`src/rtl/regfile_wb_queue_pkg.sv`:
```
// Shared types for the register-file writeback queue (package common).
// Optional bypass lookup is enabled with the WB_BYPASS_EN macro.
package common;

  typedef logic [4:0]  u5;
  typedef logic [63:0] u64;

  typedef struct packed {
    u5  rd;
    u64 data;
  } wb_entry_t;

  localparam int WB_DEPTH = 4;

endpackage

```
`src/rtl/regfile_wb_queue_fifo.sv`:
```
// In-order circular buffer with ordered dual push and single pop.
// With WB_BYPASS_EN the raw storage and head pointer are exported for lookup.
module wb_fifo
  import common::*;
#(
  parameter int DEPTH = WB_DEPTH,
  localparam int PW = $clog2(DEPTH),
  localparam int CW = PW + 1
) (
  input  logic            clk,
  input  logic            rst,
  input  logic            push0_i,
  input  wb_entry_t       entry0_i,
  input  logic            push1_i,
  input  wb_entry_t       entry1_i,
  input  logic            pop_i,
  output wb_entry_t       head_o,
  output logic [CW-1:0]   count_o
`ifdef WB_BYPASS_EN
  ,
  output wb_entry_t       entries_o [DEPTH],
  output logic [PW-1:0]   headPtr_o
`endif
);

  wb_entry_t         mem_q [DEPTH];
  logic [PW-1:0]     head_q, head_d;
  logic [PW-1:0]     tail_q, tail_d;
  logic [PW-1:0]     tail1;
  logic [CW-1:0]     count_q, count_d;

  // The second push lands behind the first when both are present.
  always_comb begin
    tail1   = tail_q + PW'(push0_i);
    tail_d  = tail_q + PW'(push0_i) + PW'(push1_i);
    head_d  = head_q + PW'(pop_i);
    count_d = count_q - CW'(pop_i) + CW'(push0_i) + CW'(push1_i);
  end

  always_ff @(posedge clk) begin
    if (rst) begin
      head_q  <= '0;
      tail_q  <= '0;
      count_q <= '0;
    end else begin
      head_q  <= head_d;
      tail_q  <= tail_d;
      count_q <= count_d;
    end
  end

  always_ff @(posedge clk) begin
    if (!rst) begin
      if (push0_i) mem_q[tail_q] <= entry0_i;
      if (push1_i) mem_q[tail1]  <= entry1_i;
    end
  end

  assign head_o  = mem_q[head_q];
  assign count_o = count_q;

`ifdef WB_BYPASS_EN
  assign entries_o = mem_q;
  assign headPtr_o = head_q;
`endif

endmodule

```
`src/rtl/regfile_wb_queue.sv`:
```
// Writeback front end: accepts ALU/memory results and drains one per cycle to the RF.
// Define WB_BYPASS_EN to add the queued-result bypass lookup ports.
module regfile_wb_queue
  import common::*;
#(
  parameter int DEPTH = WB_DEPTH
) (
  input  logic                    clk,
  input  logic                    rst,
  input  logic                    mem_valid,
  output logic                    mem_ready,
  input  logic [4:0]              mem_rd,
  input  logic [63:0]             mem_data,
  input  logic                    alu_valid,
  output logic                    alu_ready,
  input  logic [4:0]              alu_rd,
  input  logic [63:0]             alu_data,
  output logic                    wb_en,
  output logic [4:0]              wb_reg,
  output logic [63:0]             wb_data,
  output logic [$clog2(DEPTH):0]  pending
`ifdef WB_BYPASS_EN
  ,
  input  logic [4:0]              byp_reg,
  output logic                    byp_hit,
  output logic [63:0]             byp_data
`endif
);

  localparam int PW = $clog2(DEPTH);
  localparam int CW = PW + 1;

  logic [CW-1:0] count;
  logic [CW-1:0] free;
  logic          notEmpty;
  logic          memEnq, aluEnq;
  wb_entry_t     memEntry, aluEntry, headEntry;

`ifdef WB_BYPASS_EN
  wb_entry_t     entries [DEPTH];
  logic [PW-1:0] headPtr;
`endif

  // The head slot is always drained this cycle, so it already counts as free.
  always_comb begin
    notEmpty  = (count != '0);
    free      = CW'(DEPTH) - count + CW'(notEmpty);
    mem_ready = (free >= CW'(1));
    alu_ready = (free >= (mem_valid ? CW'(2) : CW'(1)));
    memEnq    = mem_valid && mem_ready && (mem_rd != '0) && !rst;
    aluEnq    = alu_valid && alu_ready && (alu_rd != '0) && !rst;
    memEntry  = '{rd: mem_rd, data: mem_data};
    aluEntry  = '{rd: alu_rd, data: alu_data};
  end

  wb_fifo #(.DEPTH(DEPTH)) u_fifo (
    .clk      (clk),
    .rst      (rst),
    .push0_i  (memEnq),
    .entry0_i (memEntry),
    .push1_i  (aluEnq),
    .entry1_i (aluEntry),
    .pop_i    (notEmpty),
    .head_o   (headEntry),
    .count_o  (count)
`ifdef WB_BYPASS_EN
    ,
    .entries_o(entries),
    .headPtr_o(headPtr)
`endif
  );

  always_comb begin
    wb_en   = notEmpty;
    wb_reg  = notEmpty ? headEntry.rd   : '0;
    wb_data = notEmpty ? headEntry.data : '0;
    pending = count;
  end

`ifdef WB_BYPASS_EN
  logic [PW-1:0] idx;

  // Walk oldest to youngest so the youngest match is the one left standing.
  always_comb begin
    byp_hit  = 1'b0;
    byp_data = '0;
    idx      = '0;
    for (int i = 0; i < DEPTH; i++) begin
      idx = headPtr + PW'(i);
      if ((CW'(i) < count) && (byp_reg != '0) && (entries[idx].rd == byp_reg)) begin
        byp_hit  = 1'b1;
        byp_data = entries[idx].data;
      end
    end
  end
`endif

endmodule

```
`config.mk`:
```
export PLATFORM = sky130hd
export DESIGN_NAME = regfile_wb_queue
export DESIGN_NICKNAME = d
export VERILOG_FILES = /design/src/rtl/regfile_wb_queue_pkg.sv /design/src/rtl/regfile_wb_queue_fifo.sv /design/src/rtl/regfile_wb_queue.sv
export SDC_FILE = /design/constraint.sdc
export NUM_CORES = 1
export LEC_CHECK = 0
export ABC_CLOCK_PERIOD_IN_PS = 11250
export CAP_MARGIN = 20
export CORE_MARGIN = 5
export CORE_UTILIZATION = 30
export CTS_CLUSTER_DIAMETER = 100
export DETAILED_ROUTE_END_ITERATION = 8
export PLACE_DENSITY_LB_ADDON = 0.05
export RECOVER_POWER = 25
export SETUP_SLACK_MARGIN = 0.05
export SYNTH_ARGS = -nofsm -noshare
export SYNTH_HDL_FRONTEND = slang
export SYNTH_HIERARCHICAL = 1
export SYNTH_SLANG_ARGS = --single-unit
```
`constraint.sdc`:
```
create_clock -name clk -period 11.25 [get_ports clk]
set_input_delay 2.8125 -clock clk [delete_from_list [all_inputs] [get_ports clk]]
set_output_delay 2.8125 -clock clk [all_outputs]
set_load 0.1 [all_outputs]
```
# Yosys cells after proc, flatten, opt, wreduce, memory -nomap -nowiden
# Memories as Yosys holds them, arrays and structs flattened. A register that Yosys moved wholly into a read port is not among the register bits.
# Cells that the tools add are included.
[classes] n_addsub=8 order_cmp=2 n_mux=10 reduce_logical=10
[op_table] op="$mux W64" n=1
[op_table] op="$reduce_bool A5 Y1" n=2
[op_table] op="$add A3 B1 Y3" n=3
[op_table] op="$add A2 B1 Y2" n=3
[op_table] op="$logic_and A1 B1 Y1" n=6
[op_table] op="$mux W1" n=6
[op_table] op="$mux W5" n=1
[op_table] op="$mux W2" n=2
[op_table] op="$ge A3 B1 Y1 const B" n=1
[op_table] op="$ge A3 B2 Y1" n=1
[op_table] op="$reduce_bool A3 Y1" n=1
[op_table] op="$sub A3 B1 Y3" n=1
[op_table] op="$sub A3 B3 Y3 const A" n=1
[op_table] op="$logic_not A1 Y1" n=1
[word_totals] ff_bits=7 ramBits=276 in_bits=142 output_inout_bits=75 elab_cells=34 mem_count=1
[memory_table] memory="u_fifo.mem_q" depth=4 width=69 rd=1 rd_ports_with_merged_regs=1 write_ports=2 line_no="regfile_wb_queue_fifo.sv:26" rtl="wb_entry_t mem_q [DEPTH];"

# Logic depth before layout (Yosys ltp)
# Gate-level depths: netlist of the first run.
[logic_depth] word_depth=9 depth_mapped=18 mapped_depth_nobuf=16

# Hierarchy
# Netlist of the first run, hierarchy kept.
[modules_own_cells] mod="wb_fifo" n_inst=1 cells_each=710 area_each_um2=13593.0 seq_area_each_um2=8428.1
[modules_own_cells] mod="regfile_wb_queue" n_inst=1 cells_each=96 area_each_um2=686.9 seq_area_each_um2=0.0

# Worst setup path before layout of the first run
# OpenSTA, ideal clock, no wires.
[synth_timing] path_type="input -> register" startpoint="input port mem_rd[3]" endpoint="memory u_fifo/mem_q[2][0] (netlist bit) (enable)" setup_ns=0.591 arrival_ns=8.646 required_time_ns=10.659 slack_ns=2.013 path_stages=6 path_buffers=0 cell_sequence="or4_1 > nor2_1 > nor4b_1 > nor2b_1 > nand2_1 > o21ai_0"
[synth_lines] element="start: declaration" line_no="regfile_wb_queue.sv:12" rtl="input logic [4:0] mem_rd,"
[synth_lines] element="end: declaration" line_no="regfile_wb_queue_fifo.sv:26"

==> results of run 1 <==
## state kept, by name, indices dropped and copies added (netlist names)
signal	count
u_fifo/mem_q	276
u_fifo/count_o	3
u_fifo/head_q	2
u_fifo/tail_q	2
## synth_stat cells (2+ instances only)
cell type	count	area [sq um]
nand2_1	4	15.0
xnor2_1	5	43.8
clkbuf_1	10	37.5
edfxtp_1	276	8290
dfxtp_1	7	140
and2_4	8	70.1
and2_1	61	382
nor2b_1	5	31.3
buf_6	9	101
fa_1	2	40.0
buf_2	32	160
or4_1	2	15.0
nand2b_1	2	12.5
mux2_2	276	3110
nor2_1	6	22.5
buf_4	2	15.0
o21ai_0	2	10.0
mux4_2	69	1550
ha_1	8	100
inv_1	8	30.0
## routing by layer
layer / routed length, microns / track usage [%]
met2: 20500 / 27.0
met1: 17400 / 19.4
met3: 1560 / 3.07
met4: 833 / 4.61
met5: 41 / 0
## worst min-delay path: cells and delay by family (launching register included)
kind / cells / cell delay (ps)
xor gates and xnor gates: 1 / 150
and+or+nand+nor: 1 / 80
DFF: 1 / 350
## final cells by class
class	instances	area (sq um)	share of cell area, %
flip-flops and latches	283	8440	46.6
multi-input cells	462	5570	30.8
repair buffers	232	2270	12.5
clock buffers	48	967	5.35
well taps	615	769	4.26
clock inverters	10	41.3	0.228
inverters	8	30.0	0.166
diodes	3	7.51	0.0415
## cell usage in the layout, fill, tap and decap left out, types with 7 or more instances in the layout
cell type	instances
clkinv_1	7
and2_1	61
buf_4	12
mux2_2	276
clkdlybuf4s50_1	211
clkbuf_1	15
ha_1	8
mux4_2	69
and2_4	8
inv_1	8
edfxtp_1	276
clkbuf_16	37
## worst paths after layout
path                          to  cells after the start
max          u_fifo/mem_q[3][31]                     11
min            u_fifo/count_o[2]                      2
max reg2reg  u_fifo/mem_q[3][31]                     14
min reg2reg    u_fifo/count_o[2]                      2
## power groups by stage
stage          Combinational (W)  Clock [W]  Sequential [W]
2_1_floorplan            0.00202          0         0.00140
3_3_place_gp             0.00266          0         0.00143
3_5_place_dp             0.00266          0         0.00143
4_1_cts                  0.00267    0.00106         0.00141
5_1_grt                  0.00272    0.00110         0.00143
6_report                 0.00262    0.00102         0.00141
## cell families after synthesis
group,share of synthesized area (%)
AND/OR/NAND/NOR,4.22
adder cells (fa/ha/maj),0.981
multiplexers,32.6
XOR/XNOR,0.482
flip-flops,59.0
AO/OA/AOI/OAI,0.237
buffers and inverters,2.41
## per-stage QoR
stage	setup slack (ps)	instances	utilization (%)	hold WS [ps]	total power, W
CTS	3410	1658	38.2	627	0.00514
global placement	3410	1600	36.0	588	0.00410
floorplan	2010	806	-	545	0.00342
global route	2830	1660	38.1	638	0.00525
finish	3110	1661	38.1	613	0.00504
detailed placement	3400	1600	36.0	610	0.00409
==> flow_summary.yaml, run 1 <==
worst_setup_path:
  worstPathCellList: "dlygate4sd3_1 > inv_1 > ha_1 > nand2b_1 > a211o_1 > nor4bb_1 > nand3b_1 > nor2_4 > clkbuf_1 > buf_4 > mux2_2"
  critPathSlowestCell: "clkbuf_1"
  cp-end-kind: "flop"
  critPathArrivalTime_ps: 8410
  cp.required_ps: 11520
  r2r_slack_ps: 4670
  max_stage_delay_ps: 2020
  reg2reg_from: "u_fifo/count_o[2]"
  crit_type: "primary input to flop"
  cp_num_buf_inv: 4
  startpoint: "mem_valid"
  startpoint_type: "primary input"
  cp_top_family: "buffers and inverters"
  path_max_fanout: 36
logic_synthesis:
  synth_edf_count: 276
  yosys_warnings: 6
  synth.net_count: 958
  syn_avg_cell_area_sq_um: 17.7
  synth_cells: 806
  seq_area_frac_synth_pct: 59.0
  synthArstFlopShare_pct: 0
  ys_types: 32
  syn_area_sq_mm: 0.0143
  synth-main-ff-cell: "edfxtp_1"
  ys_ff_latch: 283
sta:
  fin_crit_sh_pct: 72.4
  layout_min_cycle_time_ps: 8140
  max_slew_margin_pct: -90.7
  fmax_mhz: 123
  worst_pin_slew_ps: 2860
  rsz0062_at_grt: "false"
  finalMaxSlewViolations: 171
  final.setup.tns_ps: 0
  finalClockSkew_ps: 12.4
  setup_viol: 0
  hold_viol_final: 0
die:
  start_util_pct: 30.1
  io_pins: 217
  dieHeight_microns: 228
  std_cell_rows: 80
  die_area_sq_mm: 0.0521
  chipWidth_microns: 228
  design.core.area_sq_mm: 0.0474
clock_tree:
  cts_tree: "done"
  cts.clk_slew.worst_paths_ps: 50
  holdBufCountCts: 0
  cts_resized: 0
  cts_root_buffer: "clkbuf_16"
  clkLatencyLatePin_ps: 530
  cts-buffers-inserted: 36
  clock_path_buffers: 3
  htreeDepth: 2
  postCtsSetupBuffers: 0
  cts_sinks: 283
pwr:
  power_frac_seq_pct: 27.9
  p_leak_nw: 5.82
  pwr-share-comb_pct: 51.9
  power_switching_w: 0.00236
  p_int_w: 0.00268
  vdd_drop_max_uv: 218
  p_sw_share_pct: 46.8
  powerDensity_mw_per_mm2: 279
  clkPwrFrac_pct: 20.2
placed_design:
  gp_congestion: 0.680
  placed_area_sq_mm: 0.0171
  io_buffers: 216
  hpwlAfterDp_microns: 22400
final_layout:
  fin_nets: 1175
  fin_area_sq_mm: 0.0181
  syn2layout_area_growth_pct: 26.6
  drive_above_1_share_pct: 39.9
  fill_cells: 4541
drt:
  dr.pass1.iters: 6
  drc: 0
  vias_per_cell: 4.80
  drtIter0Drc: 302
  ant_nets: 0
  route.vias.total: 7980
  wl_per_cell_microns: 24.3
  drt-total-wl_microns: 40300
outcome:
  violations: "max-capacitance violations, max-slew violations"
  status: "complete, but fails checks"
min_path:
  worstHoldStart: "u_fifo/count_o[1]"
  hp-class: "flop to flop"
flow_run:
  maxCapViolations: 5
global_routing:
  antenna_found_initial: 6
  track_usage_pct: 15.4
  grt_pass1_vias: 9104
  grt_start_max_net_pins: 73
  gr-total-overflow: 0
  grt_first_pass_wirelength_microns: 60700
No activity file was read; power rests on OpenSTA's default activity.
==> inputs of run 2 (changes only) <==
--- a/config.mk
+++ b/config.mk
@@ -5,7 +5,7 @@
 export SDC_FILE = /design/constraint.sdc
 export NUM_CORES = 1
 export LEC_CHECK = 0
-export ABC_CLOCK_PERIOD_IN_PS = 11250
+export ABC_CLOCK_PERIOD_IN_PS = 7400
 export CAP_MARGIN = 20
 export CORE_MARGIN = 5
 export CORE_UTILIZATION = 30
==> constraint.sdc (replaced) <==
create_clock -name clk -period 7.4 [get_ports clk]
set_input_delay 1.85 -clock clk [delete_from_list [all_inputs] [get_ports clk]]
set_output_delay 1.85 -clock clk [all_outputs]
set_load 0.1 [all_outputs]
==> run 2 against run 1 <==
Net effect: the run still ends with max-capacitance violations, max-slew violations left; global-route usage is 0.11 points higher; die area unchanged; critical path depth is 1 lower; routed wire length increased by 2.0%; sequential power is 52% higher; hold slack gained 56 ps; sequential cell count unchanged; clock power increased by 57%; non-clock buffer count shrank 2; register-to-register slack got worse by 3100 ps; final cell count up 0.18%; critical path type unchanged; critical endpoint is now u_fifo/mem_q[3][54]; largest cell class unchanged.
==> flow_summary.yaml, run 2 (synthesized netlist as in run 1, its figures left out) <==
clock_tree:
  cts_resized: 0
  cts_root_buffer: "clkbuf_16"
  cts_sinks: 283
  clkLatencyLatePin_ps: 540
  cts_tree: "done"
  cts-buffers-inserted: 36
  htreeDepth: 2
  holdBufCountCts: 0
  clock_path_buffers: 3
  cts.clk_slew.worst_paths_ps: 50
  postCtsSetupBuffers: 0
global_routing:
  grt_start_max_net_pins: 73
  track_usage_pct: 15.5
  grt_first_pass_wirelength_microns: 60800
  antenna_found_initial: 4
  grt_pass1_vias: 9098
  gr-total-overflow: 0
worst_setup_path:
  r2r_slack_ps: 1570
  path_max_fanout: 69
  cp.required_ps: 7670
  startpoint_type: "primary input"
  cp-end-kind: "flop"
  crit_type: "primary input to flop"
  critPathArrivalTime_ps: 6570
drt:
  drtIter0Drc: 376
  dr.pass1.iters: 4
  drt-total-wl_microns: 41100
  ant_nets: 0
  route.vias.total: 8025
  vias_per_cell: 4.82
  drc: 0
  wl_per_cell_microns: 24.7
final_layout:
  syn2layout_area_growth_pct: 27.1
  final_cell_mix: "edfxtp_1 (276), mux2_2 (275), clkdlybuf4s50_1 (211)"
  fin_area_sq_mm: 0.0181
  regMostFlops: "u_fifo/mem_q"
  largest_reg_flops: 276
  fin_nets: 1173
  final_common_cell: "edfxtp_1"
  drive_above_1_share_pct: 40.1
  fin_cells: 1664
placed_design:
  placed_area_sq_mm: 0.0171
  placed_cells: 1598
  io_buffers: 216
  dp_slack_ps: 1300
  gp_congestion: 0.706
  hpwlAfterDp_microns: 23300
pwr:
  p_int_w: 0.00411
  clkPwrFrac_pct: 20.7
  vdd_drop_max_uv: 261
  powerDensity_mw_per_mm2: 426
  p_sw_share_pct: 46.9
  p_leak_nw: 5.85
  pwr-share-comb_pct: 51.6
  power_switching_w: 0.00363
  power_frac_seq_pct: 27.7
flow_run:
  maxCapViolations: 3
sta:
  fin_crit_sh_pct: 85.2
  layout_min_cycle_time_ps: 6310
  hold_viol_final: 0
  finalClockSkew_ps: 10.9
  final.setup.tns_ps: 0
  rsz0062_at_grt: "false"
  worst_pin_slew_ps: 2550
  setup_viol: 0
  finalWorstSetupSlack_ps: 1090
  max_slew_margin_pct: -70.2
  fmax_mhz: 159
  finalMaxSlewViolations: 123
die:
  dieHeight_microns: 228
  std_cell_rows: 80
  io_pins: 217
  start_util_pct: 30.1
  die_area_sq_mm: 0.0521
  chipWidth_microns: 228
  design.core.area_sq_mm: 0.0474
outcome:
  violations: "max-capacitance violations, max-slew violations"
  status: "complete, but fails checks"
min_path:
  hp-class: "flop to flop"
==> run 2: cell count changes in the layout (fill, tap and decap cells not counted), moves of 2 or more <==
cell,before,now
clkbuf_2,0,2
buf_4,12,7
clkinv_1,7,4
buf_12,0,3
inv_6,0,2
==> run 2: cell type report <==
cell class	count	area, sq um
flip-flops and latches	283	8440
multi-input cells	462	5570
well taps	615	769
repair buffers	230	2290
inverters	8	30.0
clock inverters	10	52.6
diodes	4	10.0
fillers	4542	29300
clock buffers	52	992
==> run 2: metrics by stage <==
step | hold slack (ps) | utilization (%) | power, W
detailed placement | 655 | 36.1 | 0.00624
global placement | 664 | 36.1 | 0.00625
CTS | 665 | 38.3 | 0.00789
global route | 709 | 38.2 | 0.00807
finish | 669 | 38.3 | 0.00774
floorplan | 545 | - | 0.00519
==> run 2: per-layer routing <==
layer	up-vias	track usage (%)	share of wire (%)
met3	56	3.46	5.1
met1	4132	20.3	44
met5	-	0	0.017
li1	3649	-	-
met4	2	4.37	2.2
met2	186	26.2	48
==> run 2: power groups by stage <==
stage                     Combinational (W)  Clock, W  Sequential [W]
after global routing                0.00417   0.00173         0.00217
final                               0.00399   0.00160         0.00214
after CTS                           0.00407   0.00166         0.00215
after detailed placement            0.00406         0         0.00218
after global placement              0.00407         0         0.00219
after floorplan                     0.00308         0         0.00211
==> run 2: worst paths after layout <==
check	startpoint	to	cells after the start
worst min register to register	u_fifo/count_o[1]	u_fifo/count_o[2]	2
worst max-delay path	mem_valid	u_fifo/mem_q[3][54]	10
worst min-delay path	u_fifo/count_o[1]	u_fifo/count_o[2]	2
worst max register to register	u_fifo/count_o[2]	u_fifo/mem_q[3][54]	13
==> run 2: worst max-delay path: stages <==
cell and delay, ps:
dlygate4sd3_1 560, inv_1 80, ha_1 270, nand2b_1 90, a211o_1 140, nor4bb_1 590
nand3b_1 440, nor2_4 200, clkbuf_2 1840, mux2_2 470
==> inputs of run 3 (changes only) <==
--- a/config.mk
+++ b/config.mk
@@ -5,10 +5,11 @@
 export SDC_FILE = /design/constraint.sdc
 export NUM_CORES = 1
 export LEC_CHECK = 0
-export ABC_CLOCK_PERIOD_IN_PS = 7400
+export ABC_CLOCK_PERIOD_IN_PS = 5400
 export CAP_MARGIN = 20
 export CORE_MARGIN = 5
 export CORE_UTILIZATION = 30
+export CTS_BUF_LIST = sky130_fd_sc_hd__clkbuf_8
 export CTS_CLUSTER_DIAMETER = 100
 export DETAILED_ROUTE_END_ITERATION = 8
 export PLACE_DENSITY_LB_ADDON = 0.05
==> constraint.sdc (replaced) <==
create_clock -name clk -period 5.4 [get_ports clk]
set_input_delay 1.35 -clock clk [delete_from_list [all_inputs] [get_ports clk]]
set_output_delay 1.35 -clock clk [all_outputs]
set_load 0.1 [all_outputs]
==> run 3 against run 2 <==
Net effect: the flow now finishes without violations; power increased by 33%; clock skew decreased by 4.7 ps; worst setup slack lost 580 ps; die area did not move; design area up 0.17%; sequential power rose by 36%; critical path depth decreased by 5; count of clock-buffer cells in the layout is 5 higher; global-route usage fell by 0.071 points; register-to-register slack got worse by 960 ps; clock power up 19%; critical endpoint is now wb_data[17]; largest power group unchanged.
==> flow_summary.yaml, run 3 (synthesized netlist as in run 1, its figures left out) <==
drt:
  ant_nets: 0
  route.vias.total: 8173
  drt-total-wl_microns: 40600
  vias_per_cell: 4.76
  wl_per_cell_microns: 23.7
  drc: 0
  dr.pass1.iters: 4
  drtIter0Drc: 380
clock_tree:
  cts_resized: 0
  cts-buffers-inserted: 55
  cts_sinks: 283
  clock_path_buffers: 3
  cts.clk_slew.worst_paths_ps: 60
  holdBufCountCts: 0
  cts_tree: "done"
  htreeDepth: 2
  clkLatencyLatePin_ps: 610
  postCtsSetupBuffers: 0
  cts_root_buffer: "clkbuf_8"
die:
  dieHeight_microns: 228
  io_pins: 217
  chipWidth_microns: 228
  design.core.area_sq_mm: 0.0474
  die_area_sq_mm: 0.0521
  start_util_pct: 30.1
  std_cell_rows: 80
pwr:
  vdd_drop_max_uv: 445
  powerDensity_mw_per_mm2: 567
  p_leak_nw: 6.06
sta:
  hold_viol_final: 0
  max_slew_margin_pct: 7.18
  fin_crit_sh_pct: 90.5
  worst_pin_slew_ps: 1390
  layout_min_cycle_time_ps: 4890
  fmax_mhz: 205
  final.setup.tns_ps: 0
  finalClockSkew_ps: 6.24
  finalMaxSlewViolations: 0
  setup_viol: 0
  rsz0062_at_grt: "false"
final_layout:
  largest_reg_flops: 276
  fin_cells: 1716
  regMostFlops: "u_fifo/mem_q"
  final_cell_mix: "mux2_2 (276), edfxtp_1 (276), clkdlybuf4s50_1 (191)"
  seqCellArea_sq_mm: 0.00844
  fin_nets: 1206
  multiInputGateArea_sq_mm: 0.00554
  fill_cells: 4523
  drive_above_1_share_pct: 43.3
  syn2layout_area_growth_pct: 27.3
worst_setup_path:
  ff2ff_path_depth: 14
  cp.required_ps: 4050
  r2r_slack_ps: 610
  crit_type: "flop to primary output"
  rr_endpoint: "u_fifo/mem_q[0][18]"
  cp-end-kind: "primary output"
  reg2reg_from: "u_fifo/count_o[2]"
  path_max_fanout: 39
  critPathArrivalTime_ps: 3540
  startpoint_type: "flop"
placed_design:
  placed_cells: 1612
  gp_congestion: 0.705
  hpwlAfterDp_microns: 23900
  io_buffers: 216
global_routing:
  grt_start_max_net_pins: 70
  gr-total-overflow: 0
  antenna_found_initial: 6
  grt_pass1_vias: 9302
  grt_first_pass_wirelength_microns: 61000
  track_usage_pct: 15.5
min_path:
  worstHoldStart: "u_fifo/count_o[1]"
  hp-class: "flop to flop"
  whs_path_depth: 2
  whs_endpoint: "u_fifo/count_o[2]"
outcome:
  status: "finished, final reports clean"
flow_run:
  maxCapViolations: 0
run 3: metal layers:
metal	GRT usage [%]	up-vias	share of wire, %
li1	-	3731	-
met1	19.9	4197	44
met2	26.2	169	49
met3	3.89	66	4.8
met4	4.22	10	1.8
met5	0	-	0.19
run 3: power by group:
part,switching [W],internal (W)
logic,0.00385,0.00163
registers,0.000196,0.00272
clock network,0.000939,0.000971
total,0.00499,0.00533
run 3: worst max path at each step:
stage / slack [ps] / startpoint / cells after the start / end
after floorplan: 290 / u_fifo/count_o[2] / 12 / u_fifo/mem_q[1][0]
after global placement: 600 / mem_rd[3] / 9 / u_fifo/mem_q[2][55]
after detailed placement: 520 / mem_rd[3] / 9 / u_fifo/mem_q[2][3]
after CTS: 370 / u_fifo/count_o[0] / 5 / wb_data[17]
after global routing: 180 / u_fifo/count_o[2] / 13 / u_fifo/mem_q[3][21]
final: 510 / u_fifo/count_o[2] / 5 / wb_data[17]
run 3: per-stage QoR:
step | power, W | hold slack, ps | instance area, sq um | utilization, % | setup slack, ps
2_1_floorplan | 0.00711 | 545 | 14300 | - | 294
3_3_place_gp | 0.00858 | 545 | 17300 | 36.5 | 595
3_5_place_dp | 0.00857 | 561 | 17300 | 36.5 | 525
4_1_cts | 0.0105 | 579 | 18300 | 38.5 | 367
5_1_grt | 0.0108 | 623 | 18200 | 38.3 | 178
6_report | 0.0103 | 566 | 18200 | 38.3 | 510
run 3: layout make-up:
class,instances,share of cell area [%]
diodes,1,0.0138
clock buffers,57,4.32
well taps,615,4.23
inverters,8,0.165
clock inverters,46,0.998
repair buffers,244,13.4
multi-input cells,462,30.5
flip-flops and latches,283,46.4
run 3: critical path: stages, from the launching register on:
cell and delay (ps):
dfxtp_1 400, or3_2 160, buf_4 440, buf_4 510, and2_1 250, clkdlybuf4s50_1 1160
